`config.mk`:
```
export PLATFORM = sky130hd
export DESIGN_NAME = memory_access
export DESIGN_NICKNAME = d
export VERILOG_FILES = /design/src/rtl/memory_access.sv
export SDC_FILE = /design/constraint.sdc
export NUM_CORES = 1
export LEC_CHECK = 0
export BUFFER_PORTS_ARGS = -buffer_cell sky130_fd_sc_hd__buf_4
export CAP_MARGIN = 30
export CORE_AREA = 2 2 203 105
export CTS_CLUSTER_SIZE = 25
export DETAILED_ROUTE_END_ITERATION = 7
export DIE_AREA = 0 0 205 107
export HOLD_SLACK_MARGIN = 0.05
export PLACE_DENSITY = 0.85
export SYNTH_ARGS = -nofsm -noshare
export SYNTH_HDL_FRONTEND = slang
export SYNTH_SLANG_ARGS = --single-unit
```
`constraint.sdc`:
```
create_clock -name i_aclk -period 8.95 [get_ports i_aclk]
set_clock_uncertainty 0.2 [all_clocks]
set_input_delay 0.895 -clock i_aclk [delete_from_list [all_inputs] [get_ports i_aclk]]
set_output_delay 0.895 -clock i_aclk [all_outputs]
set_load 0.02 [all_outputs]
```
`src/rtl/memory_access.sv`:
```
// rtl/memory_access.sv - memory-access pipeline stage with data-memory request/response FSM
//
// Parameters:
//   DATA_SIZE  data/address width (byte lanes assume a 32-bit data word)
//   INST_SIZE  width of the PC+4 value
//   NUM_REGS   register count; destination index is $clog2(NUM_REGS) bits
// Ports:
//   i_aclk, i_areset_n                   clock, asynchronous active-low reset
//   i_valid, o_stall                     execute-stage handshake (upstream holds inputs while stalled)
//   i_cu_memread, i_cu_memwrite,
//   i_funct3                             load/store control and access size/sign
//   i_exe_data, i_store_data             ALU result / memory address, store value (rs2)
//   i_rdest, i_cu_regwrite,
//   i_cu_memtoreg, i_pcplus4             writeback pass-through fields
//   o_mem_req, o_mem_we, o_mem_addr,
//   o_mem_wdata, o_mem_be                data-memory request (address word-aligned)
//   i_mem_gnt, i_mem_rvalid, i_mem_rdata data-memory grant and read response
//   o_mem_data, o_exe_data, o_pcplus4,
//   o_rdest, o_cu_regwrite,
//   o_cu_memtoreg                        registered writeback outputs
//   o_mem_fault                          one-cycle pulse on misaligned/illegal access
module memory_access #(
  parameter int DATA_SIZE = 32,
  parameter int INST_SIZE = 32,
  parameter int NUM_REGS  = 32,
  localparam int RW       = $clog2(NUM_REGS)
) (
  input  logic                 i_aclk,
  input  logic                 i_areset_n,
  input  logic                 i_valid,
  output logic                 o_stall,
  input  logic                 i_cu_memread,
  input  logic                 i_cu_memwrite,
  input  logic [2:0]           i_funct3,
  input  logic [DATA_SIZE-1:0] i_exe_data,
  input  logic [DATA_SIZE-1:0] i_store_data,
  input  logic [RW-1:0]        i_rdest,
  input  logic                 i_cu_regwrite,
  input  logic [1:0]           i_cu_memtoreg,
  input  logic [INST_SIZE-1:0] i_pcplus4,
  output logic                 o_mem_req,
  output logic                 o_mem_we,
  output logic [DATA_SIZE-1:0] o_mem_addr,
  output logic [DATA_SIZE-1:0] o_mem_wdata,
  output logic [3:0]           o_mem_be,
  input  logic                 i_mem_gnt,
  input  logic                 i_mem_rvalid,
  input  logic [DATA_SIZE-1:0] i_mem_rdata,
  output logic [DATA_SIZE-1:0] o_mem_data,
  output logic [DATA_SIZE-1:0] o_exe_data,
  output logic [INST_SIZE-1:0] o_pcplus4,
  output logic [RW-1:0]        o_rdest,
  output logic                 o_cu_regwrite,
  output logic [1:0]           o_cu_memtoreg,
  output logic                 o_mem_fault
);

  typedef enum logic [1:0] {IDLE, REQ, WAIT} state_t;

  state_t state_q, state_d;

  // Access captured at acceptance; the request is driven only from these.
  logic [DATA_SIZE-1:0] addr_q;
  logic [2:0]           funct3_q;
  logic                 we_q;
  logic [DATA_SIZE-1:0] wdata_q;
  logic [3:0]           be_q;
  logic [DATA_SIZE-1:0] exe_q;
  logic [INST_SIZE-1:0] pc_q;
  logic [RW-1:0]        rdest_q;
  logic                 regwrite_q;
  logic [1:0]           memtoreg_q;

  logic                 mem_op;
  logic                 illegal;
  logic [DATA_SIZE-1:0] st_wdata;
  logic [3:0]           st_be;
  logic [DATA_SIZE-1:0] ld_data;
  logic [7:0]           ld_byte;
  logic [15:0]          ld_half;

  logic accept_alu;
  logic accept_mem;
  logic fault_d;
  logic complete;
  logic complete_load;

  assign mem_op = i_cu_memread | i_cu_memwrite;

  // Alignment and encoding checks on the incoming access.
  always_comb begin
    illegal = 1'b0;
    if (i_cu_memread && i_cu_memwrite) begin
      illegal = 1'b1;
    end else if (i_cu_memread) begin
      case (i_funct3)
        3'b000, 3'b100: illegal = 1'b0;
        3'b001, 3'b101: illegal = i_exe_data[0];
        3'b010:         illegal = (i_exe_data[1:0] != 2'b00);
        default:        illegal = 1'b1;
      endcase
    end else if (i_cu_memwrite) begin
      case (i_funct3)
        3'b000:  illegal = 1'b0;
        3'b001:  illegal = i_exe_data[0];
        3'b010:  illegal = (i_exe_data[1:0] != 2'b00);
        default: illegal = 1'b1;
      endcase
    end
  end

  // Sub-word stores replicate the value across lanes so memory only
  // needs the byte enables to pick the right bytes.
  always_comb begin
    st_wdata = i_store_data;
    st_be    = 4'b1111;
    case (i_funct3[1:0])
      2'b00: begin
        st_wdata = {(DATA_SIZE/8){i_store_data[7:0]}};
        st_be    = 4'b0001 << i_exe_data[1:0];
      end
      2'b01: begin
        st_wdata = {(DATA_SIZE/16){i_store_data[15:0]}};
        st_be    = 4'b0011 << i_exe_data[1:0];
      end
      default: begin
        st_wdata = i_store_data;
        st_be    = 4'b1111;
      end
    endcase
  end

  // Load lane selection from the latched byte offset.
  assign ld_byte = i_mem_rdata[{addr_q[1:0], 3'b000} +: 8];
  assign ld_half = i_mem_rdata[{addr_q[1], 4'b0000} +: 16];

  always_comb begin
    ld_data = i_mem_rdata;
    case (funct3_q)
      3'b000:  ld_data = {{(DATA_SIZE-8){ld_byte[7]}}, ld_byte};
      3'b100:  ld_data = {{(DATA_SIZE-8){1'b0}}, ld_byte};
      3'b001:  ld_data = {{(DATA_SIZE-16){ld_half[15]}}, ld_half};
      3'b101:  ld_data = {{(DATA_SIZE-16){1'b0}}, ld_half};
      default: ld_data = i_mem_rdata;
    endcase
  end

  always_ff @(posedge i_aclk or negedge i_areset_n) begin
    if (!i_areset_n) begin
      state_q <= IDLE;
    end else begin
      state_q <= state_d;
    end
  end

  always_comb begin
    state_d       = state_q;
    accept_alu    = 1'b0;
    accept_mem    = 1'b0;
    fault_d       = 1'b0;
    complete      = 1'b0;
    complete_load = 1'b0;
    case (state_q)
      IDLE: begin
        if (i_valid) begin
          if (!mem_op) begin
            accept_alu = 1'b1;
          end else if (illegal) begin
            fault_d = 1'b1;
          end else begin
            accept_mem = 1'b1;
            state_d    = REQ;
          end
        end
      end
      REQ: begin
        // rvalid coincident with gnt belongs to no access of ours yet.
        if (i_mem_gnt) begin
          if (we_q) begin
            complete = 1'b1;
            state_d  = IDLE;
          end else begin
            state_d = WAIT;
          end
        end
      end
      WAIT: begin
        if (i_mem_rvalid) begin
          complete      = 1'b1;
          complete_load = 1'b1;
          state_d       = IDLE;
        end
      end
      default: state_d = IDLE;
    endcase
  end

  // Control outputs that must come out of reset in a known state.
  always_ff @(posedge i_aclk or negedge i_areset_n) begin
    if (!i_areset_n) begin
      o_cu_regwrite <= 1'b0;
      o_mem_fault   <= 1'b0;
    end else begin
      o_mem_fault <= fault_d;
      if (accept_alu) begin
        o_cu_regwrite <= i_cu_regwrite;
      end else if (complete) begin
        o_cu_regwrite <= regwrite_q;
      end else begin
        o_cu_regwrite <= 1'b0;
      end
    end
  end

  // Datapath registers carry no reset; o_cu_regwrite qualifies them.
  always_ff @(posedge i_aclk) begin
    if (accept_mem) begin
      addr_q     <= i_exe_data;
      funct3_q   <= i_funct3;
      we_q       <= i_cu_memwrite;
      wdata_q    <= st_wdata;
      be_q       <= st_be;
      exe_q      <= i_exe_data;
      pc_q       <= i_pcplus4;
      rdest_q    <= i_rdest;
      regwrite_q <= i_cu_regwrite;
      memtoreg_q <= i_cu_memtoreg;
    end
    if (accept_alu) begin
      o_exe_data    <= i_exe_data;
      o_pcplus4     <= i_pcplus4;
      o_rdest       <= i_rdest;
      o_cu_memtoreg <= i_cu_memtoreg;
    end else if (complete) begin
      o_exe_data    <= exe_q;
      o_pcplus4     <= pc_q;
      o_rdest       <= rdest_q;
      o_cu_memtoreg <= memtoreg_q;
    end
    if (complete_load) begin
      o_mem_data <= ld_data;
    end
  end

  assign o_stall     = (state_q != IDLE);
  assign o_mem_req   = (state_q == REQ);
  assign o_mem_we    = o_mem_req & we_q;
  assign o_mem_be    = o_mem_req ? be_q : 4'b0000;
  assign o_mem_addr  = {addr_q[DATA_SIZE-1:2], 2'b00};
  assign o_mem_wdata = wdata_q;

endmodule

```
==> run metrics, run 1 <==
outcome=finished clean; worst-path fanout max=8; Die W=205 um; non-filler cells, final=1113; H-Tree Depth=1; hold slack=349 ps; Clk network pwr share=33.2%; first-iteration detailed-routing DRC count=417; power per cell area=217 nW/um^2; Seq pwr share=48.4%; Post-route DRC=0; Post-CTS Setup Inserts=0; Worst-Margin Slew=756 ps; synthesized area per cell=16.8 um^2; Die Ht=107 um; DR WL met2=9840 um; final setup vio count=0; I/O Pins=322; register bit count reported by yosys=219; DR WL/cell=19.8 um; first-pass GRT wire length=32500 um; Cells after Synth=531; Layout area overhead=35.6%; final wirelength=22100 um; Synth cell types=41; gp weighted congestion=0.866; unrepaired setup endpoints after global routing=false; pin count of the biggest net entering global routing=76; worst hold start=pc_q[6]; nets=975; Buffers on Ports=319; setup_tns=0 ps; wire length on met1=9820 um; design area=12100 um^2; Most used DFF post-synth=edfxtp_1; Rel. slew slack=49.6%; Worst setup SP type=flop; sequential share of the synthesized area=73.3%; sw frac=25.2%; vias=5724; maximum buffer depth of the clock tree=3; combinational share of power=18.3%; Hold Vio Cnt, Final=0; routed wl met3=2010 um; layout cells sized above 1=53.3%; EDFF count, synth=215; post-route ant nets=0; initial antenna violation count=0; leakage=4.79 nW; row count=37; crit path kind=reg2out; Achievable Freq=368 MHz; Tmin final=2710 ps; worst path required time=7860 ps; Root Buffer=clkbuf_16; dpl hpwl=15300 um; GRT Residual Overflow=0; largest cells by area after synthesis=edfxtp_1 72%, mux2_2 11%, buf_4 3.2%, mux2i_1 2.0%, nand2_1 1.9%; maximum VDD drop=0.136 mV; area leader, netlist=edfxtp_1; Syn Std Cell Area=8950 um^2; Worst Path Arrival=1620 ps; vias in the first global route=5666; area of the die=21900 um^2; type of the tightest min-delay check=reg2reg; initial core utilization=44.3%; NetSw=0.000664 W; GRT Util Overall=19.4%; DR pass1 iterations=5; Yosys top cell area share=72.2%; Setup crit end kind=primary output; Final Max Tran Viols=0; maxcap violations=0; CTS tree=done; Clock Latency Late Sink=490 ps; antenna cells=0; top layer in use=met4; worst setup path start=state_q[1]; Post-synth ARST share=1.83%; Yosys warning count=0; reg2reg start=exe_q[1]; CORE AREA=20200 um^2; Inst Count DP=1074; CTS Buf Count=20; Clk pin slew, worst setup/hold paths=70 ps; Finished Core Util=60.1%; clk sinks=219; placed inst area=11400 um^2; Vias/cell=5.14; Pint=0.00197 W; fin crit share=30.3%
## sequential cells by signal (all words and copies together), names as in the netlist, 5 cells and up
register     count
exe_q           32
o_exe_data      32
o_mem_data      32
o_mem_wdata     32
o_pcplus4       32
pc_q            32
o_rdest          5
rdest_q          5
## worst max-delay path, cell delays in order, from the launching register on
cell and delay (ps):
dfrtp_1 390, inv_1 100, ha_1 310, and2_1 190, buf_4 150
## worst paths after layout
path                            cells after the start       endpoint  slack (ps)
worst min-delay path                                1   o_pcplus4[6]         350
worst max-delay path                                4       o_mem_we        6240
worst max register to register                      3  o_mem_data[0]        6340
min in group asynchronous                           2    o_mem_fault         580
worst min register to register                      1   o_pcplus4[6]         350
max in group asynchronous                           2  o_cu_regwrite        7860
## cell usage in the layout (no fill, tap or decap), drive strengths merged, types with 8 or more instances in the layout
cell type	n
inv	9
o21ai	13
a22o	8
mux2	86
clkbuf	25
nand2	46
clkinv	9
buf	327
nor2	9
nor3	8
edfxtp	215
a21oi	11
mux2i	18
## synth_stat cells (8+ instances only)
cell type / count
o21ai_0: 13
a22o_1: 8
edfxtp_1: 215
clkbuf_1: 9
mux2i_1: 18
a21oi_1: 11
mux2_2: 86
nand2_1: 45
buf_4: 38
inv_1: 9
## layer usage
| layer | GRT usage [%] | vias up |
|---|---|---|
| li1 | - | 2580 |
| met1 | 27.4 | 2825 |
| met2 | 29.5 | 287 |
| met3 | 5.99 | 32 |
| met4 | 4.32 | 0 |
| met5 | 0 | - |
## repair_timing
action	in CTS	in global routing
hold buffers	1	0
hold endpoints to repair	4	0
resized for setup	0	0
## power groups by stage
stage                     clock (W)  sequential, W  combinational (W)
after floorplan                   0        0.00139           0.000154
after global placement            0        0.00130           0.000466
after detailed placement          0        0.00130           0.000476
after CTS                  0.000898        0.00128           0.000479
after global routing       0.000933        0.00128           0.000510
final                      0.000875        0.00128           0.000483
## logic make-up (layout without fill, tap and decap cells)
family / count (synthesis) / after routing / synth area share, %
flops: 219 / 219 / 73.3
mux: 104 / 104 / 12.8
simple gates: 79 / 79 / 4.08
buf+inv: 66 / 374 / 4.63
compound gates: 59 / 59 / 4.70
fa+ha+maj: 3 / 3 / 0.420
other cells: 1 / 2 / 0.0419
## through the flow
step                setup slack [ps]  total power, W
floorplan                       2400         0.00154
global placement                5440         0.00176
detailed placement              5430         0.00177
CTS                             5590         0.00265
global route                    6110         0.00273
finish                          6240         0.00263
## cell type report
type                       instances  area, um^2
tap                              273         342
multi-input combinational        247        2000
timing repair buffer             328        2520
fill                            1491        8050
clock buffer                      25         541
sequential                       219        6560
inverter                          10        37.5
clock inverter                    11         125
No activity file was read; power rests on OpenSTA's default activity.
==> inputs of run 2 (changes only) <==
--- a/config.mk
+++ b/config.mk
@@ -7,12 +7,12 @@
 export LEC_CHECK = 0
 export BUFFER_PORTS_ARGS = -buffer_cell sky130_fd_sc_hd__buf_4
 export CAP_MARGIN = 30
-export CORE_AREA = 2 2 203 105
+export CORE_AREA = 2 2 193 100
 export CTS_CLUSTER_SIZE = 25
 export DETAILED_ROUTE_END_ITERATION = 7
-export DIE_AREA = 0 0 205 107
+export DIE_AREA = 0 0 195 102
 export HOLD_SLACK_MARGIN = 0.05
-export PLACE_DENSITY = 0.85
+export PLACE_DENSITY = 0.88
 export SYNTH_ARGS = -nofsm -noshare
 export SYNTH_HDL_FRONTEND = slang
 export SYNTH_SLANG_ARGS = --single-unit
==> constraint.sdc (replaced) <==
create_clock -name i_aclk -period 2.7 [get_ports i_aclk]
set_clock_uncertainty 0.2 [all_clocks]
set_input_delay 0.27 -clock i_aclk [delete_from_list [all_inputs] [get_ports i_aclk]]
set_output_delay 0.27 -clock i_aclk [all_outputs]
set_load 0.02 [all_outputs]
==> run metrics, run 2 (same netlist as run 1, synthesis figures left out) <==
initial antenna violation count=0; initial core utilization=49.3%; I/O Pins=322; Hold Vio Cnt, Final=0; NetSw=0.00232 W; maxcap violations=0; final worst setup slack=170 ps; Tmin final=2530 ps; top layer in use=met4; post-route ant nets=0; Die W=195 um; sw frac=26.5%; GRT Util Overall=25.3%; GRT Residual Overflow=0; fin crit share=93.7%; row count=35; Rel. slew slack=56.7%; first-pass GRT wire length=38200 um; Setup crit end kind=flop; Achievable Freq=395 MHz; leakage=5.44 nW; worst path required time=2850 ps; H-Tree Depth=1; DR WL/cell=20.7 um; maximum VDD drop=0.468 mV; dpl hpwl=15800 um; type of the tightest min-delay check=in2reg; vias=6420; antenna cells=0; commonest cells after routing, fill and taps aside=328 x buf_4, 215 x edfxtp_1, 156 x dlygate4sd3_1, 86 x mux2_2, 44 x nand2_1; final wirelength=25700 um; layout cells sized above 1=46.0%; Seq pwr share=48.4%; Clock Latency Late Sink=490 ps; Pint=0.00643 W; Gates resized, CTS repair=0; pin count of the biggest net entering global routing=61; CTS tree=done; Clk network pwr share=30.3%; setup_tns=0 ps; gp weighted congestion=0.843; area of the die=19900 um^2; crit path kind=reg2reg; Root Buffer=clkbuf_16; DP Worst Slack=452 ps; Final Max Tran Viols=0; Post-route DRC=0; Buffers on Ports=319; CP max stage cell=dlygate4sd3_1; CP cell instances=buf_4 -> nor2b_1 -> a22o_1 -> a221o_1 -> dlygate4sd3_1; Worst setup SP type=flop; power per cell area=641 nW/um^2; first-iteration detailed-routing DRC count=342; Layout area overhead=52.7%; unrepaired setup endpoints after global routing=false; final setup vio count=0; vias in the first global route=6763; CP max stage delay=570 ps; Die Ht=102 um; outcome=finished clean; Worst-Margin Slew=649 ps; CORE AREA=18100 um^2; DR pass1 iterations=5; worst-path fanout max=11; CTS Buf Count=21; clk sinks=219; DR WL met2=13900 um; Worst Path Arrival=2680 ps; combinational share of power=21.3%; Clk pin slew, worst setup/hold paths=70 ps; wire length on met1=9440 um; nets=1137; Post-CTS Setup Inserts=0; Vias/cell=5.17; maximum buffer depth of the clock tree=3; routed wl met3=1480 um; most common cell after layout, fill and taps aside=buf_4
run 2: cell types whose count changed in the layout (fill, tap and decap cells not counted), sizes merged:
cell	previous run	this run
dlygate4sd3	1	156
clkinv	9	10
inv	9	11
bufinv	3	0
buf	327	333
run 2: final cells by class:
type                       count  area, um^2
multi-input combinational    247        2050
timing repair buffer         489        4120
clock inverter                11        55.1
clock buffer                  25         541
sequential                   219        6560
fill                        1029        4470
inverter                      10        37.5
tap                          240         300
run 2: per-stage QoR:
stage          utilization [%]  hold WS [ps]  instances  cell area (um^2)  power [W]
2_1_floorplan                -          -226        532              9020    0.00514
3_3_place_gp              63.5          -127       1049             11500    0.00588
3_5_place_dp              63.5          -127       1049             11500    0.00593
4_1_cts                   75.3           279       1241             13700    0.00875
5_1_grt                   75.3           293       1241             13700    0.00904
6_report                  75.3           298       1241             13700    0.00875
run 2: worst paths after layout:
path / start / endpoint / slack (ps) / cells after the start
setup / recovery: funct3_q[1] / o_mem_data[11] / 170 / 5
max in group asynchronous: i_areset_n / state_q[1] / 1610 / 3
min in group asynchronous: i_areset_n / o_mem_fault / 510 / 3
setup reg to reg: funct3_q[1] / o_mem_data[11] / 170 / 5
hold / removal: i_exe_data[5] / exe_q[5] / 300 / 2
hold reg to reg: pc_q[9] / o_pcplus4[9] / 340 / 1
run 2: layer usage:
| metal | vias to the layer above | GRT usage, % |
|---|---|---|
| met3 | 64 | 4.55 |
| li1 | 2903 | - |
| met5 | - | 0 |
| met4 | 0 | 10.2 |
| met2 | 278 | 48.1 |
| met1 | 3175 | 29.1 |
run 2: power groups by stage:
stage          clock [W]  combinational, W  sequential (W)
2_1_floorplan          0          0.000540         0.00460
3_3_place_gp           0           0.00159         0.00429
3_5_place_dp           0           0.00163         0.00430
4_1_cts          0.00268           0.00183         0.00423
5_1_grt          0.00282           0.00195         0.00427
6_report         0.00265           0.00186         0.00424
run 2: what timing repair did:
item / CTS / global route
hold endpoints to repair: 223 / 0
endpoints found under the setup margin: 0 / 0
hold buffers: 156 / 0
run 2: critical path: cells and delay by family (launching register included):
family / cells / cell delay (ps)
and+or+nand+nor: 1 / 460
DFF: 1 / 550
AOI/OAI and AO/OA: 2 / 370
buffers and inverters: 2 / 820
